==> src/rtl/peribus_if.sv <==
// Peribus arbiter bundle: requester-side request/ack signals plus the shared peripheral port.
`timescale 1ns/1ps
interface peribus_if #(
  parameter int N_MASTERS = 2,
  parameter int ADDR_W    = 8
);
  logic [N_MASTERS-1:0]        m_req;
  logic [N_MASTERS*ADDR_W-1:0] m_addr;
  logic [N_MASTERS*16-1:0]     m_wdata;
  logic [N_MASTERS-1:0]        m_we;
  logic [N_MASTERS-1:0]        m_re;
  logic [N_MASTERS-1:0]        m_ack;
  logic [15:0]                 m_rdata;
  logic [ADDR_W-1:0]           s_addr;
  logic [15:0]                 s_write_data;
  logic                        s_write_en;
  logic                        s_read_en;
  logic [15:0]                 s_read_data;
  logic [1:0]                  grant_id;

  // Environment side: requesting masters and the peripheral.
  modport master (
    output m_req, m_addr, m_wdata, m_we, m_re, s_read_data,
    input  m_ack, m_rdata, s_addr, s_write_data, s_write_en, s_read_en, grant_id
  );

  // Arbiter side.
  modport slave (
    input  m_req, m_addr, m_wdata, m_we, m_re, s_read_data,
    output m_ack, m_rdata, s_addr, s_write_data, s_write_en, s_read_en, grant_id
  );
endinterface

==> src/rtl/peribus_arbiter.sv <==
// Round-robin arbiter serialising single-beat Peribus transactions from N_MASTERS
// requesters onto one peripheral port; fixed 4-cycle IDLE/ISSUE/WAIT/ACK sequence.
`timescale 1ns/1ps
module peribus_arbiter #(
  parameter int N_MASTERS = 2,
  parameter int ADDR_W    = 8
) (
  input logic     clock,
  input logic     reset_n,
  peribus_if.slave bus
);

  typedef enum logic [1:0] {IDLE, ISSUE, WAIT, ACK} state_t;

  state_t               state;
  logic [1:0]           ptr;
  logic [1:0]           grant_q;
  logic                 is_read;
  logic [N_MASTERS-1:0] ack_q;
  logic [15:0]          rdata_q;
  logic [ADDR_W-1:0]    addr_q;
  logic [15:0]          wdata_q;
  logic                 wen_q;
  logic                 ren_q;

  logic                 hi_valid, any_req;
  logic [1:0]           hi_idx, lo_idx, winner, ptr_next;
  logic [ADDR_W-1:0]    sel_addr;
  logic [15:0]          sel_wdata;
  logic                 sel_we, sel_re;
  logic [N_MASTERS-1:0] ack_onehot;

  // Two-pass priority: lowest requester at or above ptr, else lowest overall (wrap).
  always_comb begin
    hi_valid   = 1'b0;
    hi_idx     = '0;
    any_req    = 1'b0;
    lo_idx     = '0;
    sel_addr   = '0;
    sel_wdata  = '0;
    sel_we     = 1'b0;
    sel_re     = 1'b0;
    ack_onehot = '0;
    for (int i = N_MASTERS - 1; i >= 0; i--) begin
      if (bus.m_req[i]) begin
        any_req = 1'b1;
        lo_idx  = 2'(i);
        if (2'(i) >= ptr) begin
          hi_valid = 1'b1;
          hi_idx   = 2'(i);
        end
      end
    end
    winner   = hi_valid ? hi_idx : lo_idx;
    ptr_next = (winner == 2'(N_MASTERS - 1)) ? 2'd0 : winner + 2'd1;
    for (int i = 0; i < N_MASTERS; i++) begin
      if (2'(i) == winner) begin
        sel_addr  = bus.m_addr[i*ADDR_W +: ADDR_W];
        sel_wdata = bus.m_wdata[i*16 +: 16];
        sel_we    = bus.m_we[i];
        sel_re    = bus.m_re[i];
      end
      ack_onehot[i] = (2'(i) == grant_q);
    end
  end

  always_ff @(posedge clock or negedge reset_n) begin
    if (!reset_n) begin
      state   <= IDLE;
      ptr     <= '0;
      grant_q <= '0;
      is_read <= 1'b0;
      ack_q   <= '0;
      rdata_q <= '0;
      addr_q  <= '0;
      wdata_q <= '0;
      wen_q   <= 1'b0;
      ren_q   <= 1'b0;
    end else begin
      case (state)
        IDLE: begin
          ack_q <= '0;
          if (any_req) begin
            grant_q <= winner;
            ptr     <= ptr_next;
            addr_q  <= sel_addr;
            wdata_q <= sel_wdata;
            wen_q   <= sel_we;
            // Write wins when both we and re are set.
            ren_q   <= sel_re & ~sel_we;
            is_read <= sel_re & ~sel_we;
            state   <= ISSUE;
          end
        end
        ISSUE: begin
          wen_q <= 1'b0;
          ren_q <= 1'b0;
          state <= WAIT;
        end
        WAIT: begin
          if (is_read) rdata_q <= bus.s_read_data;
          ack_q <= ack_onehot;
          state <= ACK;
        end
        ACK: begin
          ack_q <= '0;
          state <= IDLE;
        end
        default: state <= IDLE;
      endcase
    end
  end

  assign bus.m_ack        = ack_q;
  assign bus.m_rdata      = rdata_q;
  assign bus.s_addr       = addr_q;
  assign bus.s_write_data = wdata_q;
  assign bus.s_write_en   = wen_q;
  assign bus.s_read_en    = ren_q;
  assign bus.grant_id     = grant_q;

endmodule

==> src/flat_wrapper.sv <==
// flat-port wrapper written by rule: the top's interface ports become plain ports
module peribus_arbiter_flat 
#(
  parameter int N_MASTERS = 2,
  parameter int ADDR_W    = 8
)
  (clock, reset_n, bus_m_req, bus_m_addr, bus_m_wdata, bus_m_we, bus_m_re, bus_s_read_data, bus_m_ack, bus_m_rdata, bus_s_addr, bus_s_write_data, bus_s_write_en, bus_s_read_en, bus_grant_id);
  peribus_if #(.N_MASTERS(N_MASTERS), .ADDR_W(ADDR_W)) bus_i ();
  input logic clock;
  input logic reset_n;
  input wire logic [$bits(bus_i.m_req)-1:0] bus_m_req;
  input wire logic [$bits(bus_i.m_addr)-1:0] bus_m_addr;
  input wire logic [$bits(bus_i.m_wdata)-1:0] bus_m_wdata;
  input wire logic [$bits(bus_i.m_we)-1:0] bus_m_we;
  input wire logic [$bits(bus_i.m_re)-1:0] bus_m_re;
  input wire logic [$bits(bus_i.s_read_data)-1:0] bus_s_read_data;
  output wire logic [$bits(bus_i.m_ack)-1:0] bus_m_ack;
  output wire logic [$bits(bus_i.m_rdata)-1:0] bus_m_rdata;
  output wire logic [$bits(bus_i.s_addr)-1:0] bus_s_addr;
  output wire logic [$bits(bus_i.s_write_data)-1:0] bus_s_write_data;
  output wire logic [$bits(bus_i.s_write_en)-1:0] bus_s_write_en;
  output wire logic [$bits(bus_i.s_read_en)-1:0] bus_s_read_en;
  output wire logic [$bits(bus_i.grant_id)-1:0] bus_grant_id;
  assign bus_i.m_req = bus_m_req;
  assign bus_i.m_addr = bus_m_addr;
  assign bus_i.m_wdata = bus_m_wdata;
  assign bus_i.m_we = bus_m_we;
  assign bus_i.m_re = bus_m_re;
  assign bus_i.s_read_data = bus_s_read_data;
  assign bus_m_ack = bus_i.m_ack;
  assign bus_m_rdata = bus_i.m_rdata;
  assign bus_s_addr = bus_i.s_addr;
  assign bus_s_write_data = bus_i.s_write_data;
  assign bus_s_write_en = bus_i.s_write_en;
  assign bus_s_read_en = bus_i.s_read_en;
  assign bus_grant_id = bus_i.grant_id;
  peribus_arbiter #(.N_MASTERS(N_MASTERS), .ADDR_W(ADDR_W)) u_core (.clock(clock), .reset_n(reset_n), .bus(bus_i));
endmodule
==> config.mk <==
export PLATFORM = sky130hd
export DESIGN_NAME = peribus_arbiter_flat
export DESIGN_NICKNAME = d
export VERILOG_FILES = /design/src/rtl/peribus_if.sv /design/src/rtl/peribus_arbiter.sv /design/src/flat_wrapper.sv
export SDC_FILE = /design/constraint.sdc
export NUM_CORES = 1
export LEC_CHECK = 0
export ABC_AREA = 1
export CORE_MARGIN = 1
export CORE_UTILIZATION = 30
export DETAILED_ROUTE_END_ITERATION = 8
export GPL_TIMING_DRIVEN = 0
export PLACE_DENSITY_LB_ADDON = 0.1
export SLEW_MARGIN = 25
export SYNTH_ARGS = -nofsm -noshare
export SYNTH_HDL_FRONTEND = slang
export SYNTH_SLANG_ARGS = --single-unit
export TNS_END_PERCENT = 100
==> constraint.sdc <==
create_clock -name clock -period 2.1 [get_ports clock]
set_input_delay 0.63 -clock clock [delete_from_list [all_inputs] [get_ports clock]]
set_output_delay 0.63 -clock clock [all_outputs]
set_load 0.05 [all_outputs]
==> flow_summary_export.csv, run 1 <==
group,metric,value,unit
clocking,ctsHoldBuffers,0,
clocking,cts_tree,"built",
global_route,overflow,0,
sta,report.final.slew_viol_count,0,
synth,synth_seq_area_share,57.7,%
floorplan,die_x,86.2,µm
flow_run,cap_violations,0,
synth,synth_area,2130,µm²
setup_path,rr_startpoint,"u_core.state[0]",
drt,drtAntennaViolNets,0,
finish,seq_area,1230,µm²
drt,detail_route.iter0.violations,58,
setup_path,r2r_slack,380,ps
place,dp_slack,-95.8,ps
synth,synth.most_common_cell,"nand2_1",
finish,antenna_cells,0,
floorplan,core.rowCount,30,
sta,max_freq,540,MHz
setup_path,crit_path_end_kind,"register",
synth,ys_seq_elements,49,
synth,synth-main-ff-cell,"dfrtp_1",
clocking,cts-buffers-inserted,5,
sta,fin_ws,248,ps
clocking,cts_buffer_depth,2,
setup_path,worstPathMaxFanout,10,
global_route,grt_max_degree,50,
status,outcome,"completed",
finish,drive_gt1_share,10.5,%
floorplan,die_h,86.2,µm
floorplan,fp.dieArea,7430,µm²
power,p_per_area,1600,nW/µm²
drt,vias_per_cell,4.35,
global_route,antenna_found_initial,0,
synth,synthArstFlopShare,100,%
finish,multiInputGateArea,803,µm²
power,leakage,1.83,nW
sta,setup_viol,0,
setup_path,arrival,2090,ps
sta,min_period,1850,ps
finish,nNetsFinal,418,
synth,synth_area_per_cell,9.71,µm²
power,ir_worst_vdd,0.658,mV
drt,dr.pass1.iters,4,
worst_hold_path,hold_class,"primary input to async pin",
clocking,cts_setup_buffers,0,
setup_path,r2r_end,"u_core.bus.m_rdata[13]",
clocking,cts_max_level,2,
sta,hold_violations,0,
synth,yosysUniqueCellTypes,22,
sta,worst_slew_pin_slew,632,ps
sta,hold_slack,346,ps
synth,synth_edf_count,0,
synth,synth_fp_nets,295,
finish,areaGrowthSynthToFinish,65.5,%
synth,syn_inst,219,
place,place_hpwl,4.07,mm
synth,synthTopCellsByArea,"dfrtp_1, nand2_1, mux2_2, nand3_1, ha_1",
clocking,root_buffer,"clkbuf_8",
finish,fillers,674,
power,p_total,5.63,mW
synth,synth_top_area_cell,"dfrtp_1",
clocking,path_clk_slew,80,ps
sta,timing.final.crit_share,88.2,%
drt,drc,0,
setup_path,startpoint_type,"primary input",
place,place_congestion,0.729,
global_route,grt_pass1_wl,8.94,mm
clocking,cts_resized,23,
setup_path,criticalPathCategory,"primary input to register",
floorplan,start_util,31.1,%
floorplan,ios,118,
sta,grt_setup_unrepaired,"no",
clocking,clk_latency,290,ps
synth,yosysWarnings,0,
setup_path,ff2ff_path_depth,5,
drt,vias,1907,
place,port_buffers,116,
synth,ys_top_cells_by_count,"nand2_1, dfrtp_1, nand3_1",
floorplan,core-area,6830,µm²
drt,wl,5.57,mm
global_route,grt_usage,15.6,%
clocking,numClockSinks,49,
global_route,grt_pass1_vias,1894,
sta,slew_headroom,57.8,%
synth,yosysTopAreaCellShare,57.7,%
setup_path,crit_required,2340,ps
sta,skew,5.38,ps
drt,wl_per_cell,12.7,µm
## area by class of cell
cell class                 instances  area share, %
sequential                        49           34.9
timing repair buffer             116           33.7
multi-input combinational        152           22.8
tap                               96           3.42
clock buffer                       7           2.45
buffer                             8           1.67
inverter                          10           1.07
## how the worst max path moves through the flow
stage | from | to | slack, ps | cells past startpoint
2_1_floorplan | u_core.state[0] | u_core.bus.m_rdata[0] | 600 | 5
3_3_place_gp | reset_n | u_core.bus.s_write_data[9] | -1200 | 1
3_5_place_dp | bus_m_req[1] | u_core.bus.s_write_data[15] | -100 | 8
4_1_cts | u_core.bus.s_addr[2] | bus_s_addr[2] | 0.2 | 1
5_1_grt | bus_m_req[1] | u_core.bus.s_write_data[4] | 150 | 5
6_report | bus_m_req[1] | u_core.bus.s_addr[6] | 250 | 5
## state kept, by name (all words and copies together) (netlist names), 2 cells and up
name	count
u_core.state	2
u_core.bus.m_ack	2
u_core.bus.s_write_data	16
u_core.bus.m_rdata	16
u_core.bus.s_addr	8
## layout by cell type, fill, tap and decap left out
master	n
nand2_1	88
clkdlybuf4s50_1	70
dfrtp_1	49
nand3_1	28
dlygate4sd2_1	23
dlymetal6s2s_1	22
mux2_2	16
inv_1	8
clkbuf_8	6
buf_4	4
ha_1	4
a21oi_1	3
buf_2	2
nor2_1	2
inv_2	2
nand2_2	2
buf_6	2
o21ai_0	2
clkbuf_1	2
nor3_1	1
o21ai_4	1
nor2_4	1
nand3b_1	1
o21bai_1	1
nand4_1	1
conb_1	1
## kinds of logic (layout without fill, tap and decap cells)
family                     Yosys count  count (layout)  share of synthesized area [%]
and+or+nand+nor                    124             124                           24.5
other                                1               1                          0.176
buffers and inverters               18             141                           4.53
AOI/OAI and AO/OA                    7               7                           2.30
DFF                                 49              49                           57.7
muxes                               16              16                           8.48
adders and majority gates            4               4                           2.35
## worst max-delay path: stages
cell and delay (ps):
clkdlybuf4s50_1 520, o21ai_4 300, clkbuf_1 420, nand2_1 120
nand3_1 100
## routing by layer
layer  vias to the layer above  routed length, µm  track usage [%]
met5                         -                  0                0
met3                         6                474             6.00
met4                         0                 89             5.30
li1                        944                  -                -
met1                       879               2370             18.9
met2                        78               2640             25.7
## stage by stage
stage	util, %	cell area [µm²]	instances	setup TNS [ps]
2_1_floorplan	-	2130	219	0
3_3_place_gp	49.9	3410	431	-60080
3_5_place_dp	49.8	3400	431	-1570
4_1_cts	50.7	3460	438	0
5_1_grt	51.5	3520	438	0
6_report	51.5	3520	438	0
## power breakdown
| part | internal (mW) | total (mW) | switching [mW] |
|---|---|---|---|
| clock | 0.262 | 0.554 | 0.292 |
| combinational | 1.12 | 3.45 | 2.33 |
| sequential | 1.41 | 1.63 | 0.213 |
| total | 2.79 | 5.63 | 2.84 |
No activity file was read; power rests on OpenSTA's default activity.
==> run 2, diff against run 1 <==
- PLACE_DENSITY_LB_ADDON: 0.1 -> unset
==> run 2 against run 1 <==
Net effect:
- via count down 0.42%
- non-clock buffer count stayed put
- sequential cell count unchanged
- sequential power is essentially flat
- critical path type unchanged
- die area stayed put
- routed wire length shrank 3.2%
- highest routed layer unchanged
- combinational power decreased by 1%
==> flow_summary_export.csv, run 2 (synthesis results as in run 1) <==
group,metric,value,unit
flow_run,cap_violations,0,
place,dp.cells,431,
sta,setup_viol,0,
power,ir_worst_vdd,0.552,mV
clocking,path_clk_slew,90,ps
global_route,antenna_found_initial,0,
drt,wl,5.39,mm
setup_path,crit_path_end_kind,"register",
floorplan,fp.dieArea,7430,µm²
setup_path,r2r_slack,390,ps
drt,met3_wirelength,514,µm
clocking,numClockSinks,49,
floorplan,ios,118,
floorplan,start_util,31.1,%
floorplan,die_x,86.2,µm
global_route,grt_pass1_vias,1788,
finish,utilization,51.5,%
floorplan,core-area,6830,µm²
clocking,cts_max_level,2,
clocking,ctsHoldBuffers,0,
global_route,grt_usage,14.8,%
finish,antenna_cells,0,
setup_path,cp-startpoint,"bus_m_req[1]",
sta,hold_violations,0,
place,port_buffers,116,
global_route,grt_max_degree,50,
setup_path,criticalPathCategory,"primary input to register",
power,leakage,1.78,nW
finish,fillers,644,
setup_path,rr_startpoint,"u_core.state[0]",
sta,report.final.slew_viol_count,0,
place,place_congestion,0.701,
sta,skew,6.02,ps
clocking,cts_resized,30,
floorplan,core.rowCount,30,
setup_path,crit_required,2280,ps
finish,final_common_cell,"nand2_1",
sta,worst_slew_pin_slew,628,ps
place,place_hpwl,3.96,mm
finish,mostFrequentLayoutCells,"nand2_1, clkdlybuf4s50_1, dfrtp_1",
sta,min_period,1840,ps
finish,multiInputGateArea,803,µm²
place,dp_slack,-78.4,ps
global_route,overflow,0,
finish,nNetsFinal,418,
setup_path,crit_end,"u_core.bus.s_write_data[13]",
drt,drtAntennaViolNets,0,
setup_path,worstPathMaxFanout,10,
drt,drc,0,
drt,topRoutingLayerUsed,"met4",
finish,drive_gt1_share,10.8,%
setup_path,ff2ff_path_depth,5,
drt,met2_length,2.40,mm
finish,areaGrowthSynthToFinish,65.6,%
sta,grt_setup_unrepaired,"no",
drt,detail_route.iter0.violations,44,
drt,vias_per_cell,4.33,
clocking,root_buffer,"clkbuf_8",
setup_path,startpoint_type,"primary input",
drt,vias,1899,
sta,timing.final.crit_share,87.7,%
drt,dr.pass1.iters,4,
finish,seq_area,1230,µm²
setup_path,r2r_end,"u_core.bus.m_rdata[1]",
sta,fin_ws,258,ps
clocking,cts_buffer_depth,2,
sta,max_freq,543,MHz
clocking,clk_latency,300,ps
drt,wl_per_cell,12.3,µm
global_route,grt_pass1_wl,8.58,mm
floorplan,die_h,86.2,µm
clocking,cts_setup_buffers,0,
clocking,cts_tree,"built",
setup_path,arrival,2020,ps
status,outcome,"completed",
sta,slew_headroom,58.2,%
sta,hold_slack,339,ps
drt,wl_met1,2.43,mm
finish,stdcell_count,439,
worst_hold_path,hold_class,"primary input to async pin",
power,p_per_area,1630,nW/µm²
clocking,cts-buffers-inserted,5,
==> run 2: cell types whose count changed in the layout (fill, tap and decap cells not counted), sizes merged <==
| cell | delta |
|---|---|
| dlygate4sd2 | +7 |
| bufinv | +1 |
| dlymetal6s2s | -7 |
==> run 2: per-layer routing <==
metal,GRT usage (%),vias to the layer above
met2,23.8,79
met5,0,-
met4,5.00,0
met1,18.8,867
met3,4.86,8
li1,-,945
==> run 2: report_power, final <==
group / switching, mW / total [mW] / internal [mW] / leakage (nW)
combinational: 2.32 / 3.40 / 1.08 / 1.13
sequential: 0.217 / 1.63 / 1.41 / 0.595
clock: 0.309 / 0.698 / 0.389 / 0.0585
==> run 2: critical path, cell delays in order <==
cell             delay (ps)
clkdlybuf4s50_1         520
o21ai_4                 300
inv_2                   120
nand2_2                  90
inv_2                    70
buf_6                   150
nand2_1                  60
nand3_1                  70
==> run 2: worst min path at each step <==
stage | start | endpoint | slack (ps) | cells past startpoint
after floorplan | reset_n | u_core.bus.grant_id[0] | 330 | 0
after detailed placement | u_core.is_read | u_core.is_read | 470 | 2
after CTS | reset_n | u_core.bus.m_rdata[15] | 370 | 1
final | reset_n | u_core.bus.m_ack[1] | 340 | 1
after global placement | u_core.is_read | u_core.is_read | 470 | 2
after global routing | reset_n | u_core.bus.m_ack[1] | 400 | 1
==> run 2: layout make-up <==
type,count,share of cell area [%]
repair buffers,116,32.9
inverters,10,1.07
multi-input cells,152,22.8
clock inverters,1,0.853
plain buffers,8,1.67
clock buffers,7,2.45
flip-flops and latches,49,34.8
well taps,96,3.41
==> run 2: per-stage QoR <==
step | instance area (µm²) | total power, mW | TNS, ps
6_report | 3520 | 5.73 | 0
5_1_grt | 3520 | 6.07 | 0
4_1_cts | 3480 | 5.82 | 0
3_5_place_dp | 3400 | 5.31 | -976
3_3_place_gp | 3410 | 5.27 | -56800
2_1_floorplan | 2130 | 4.04 | 0
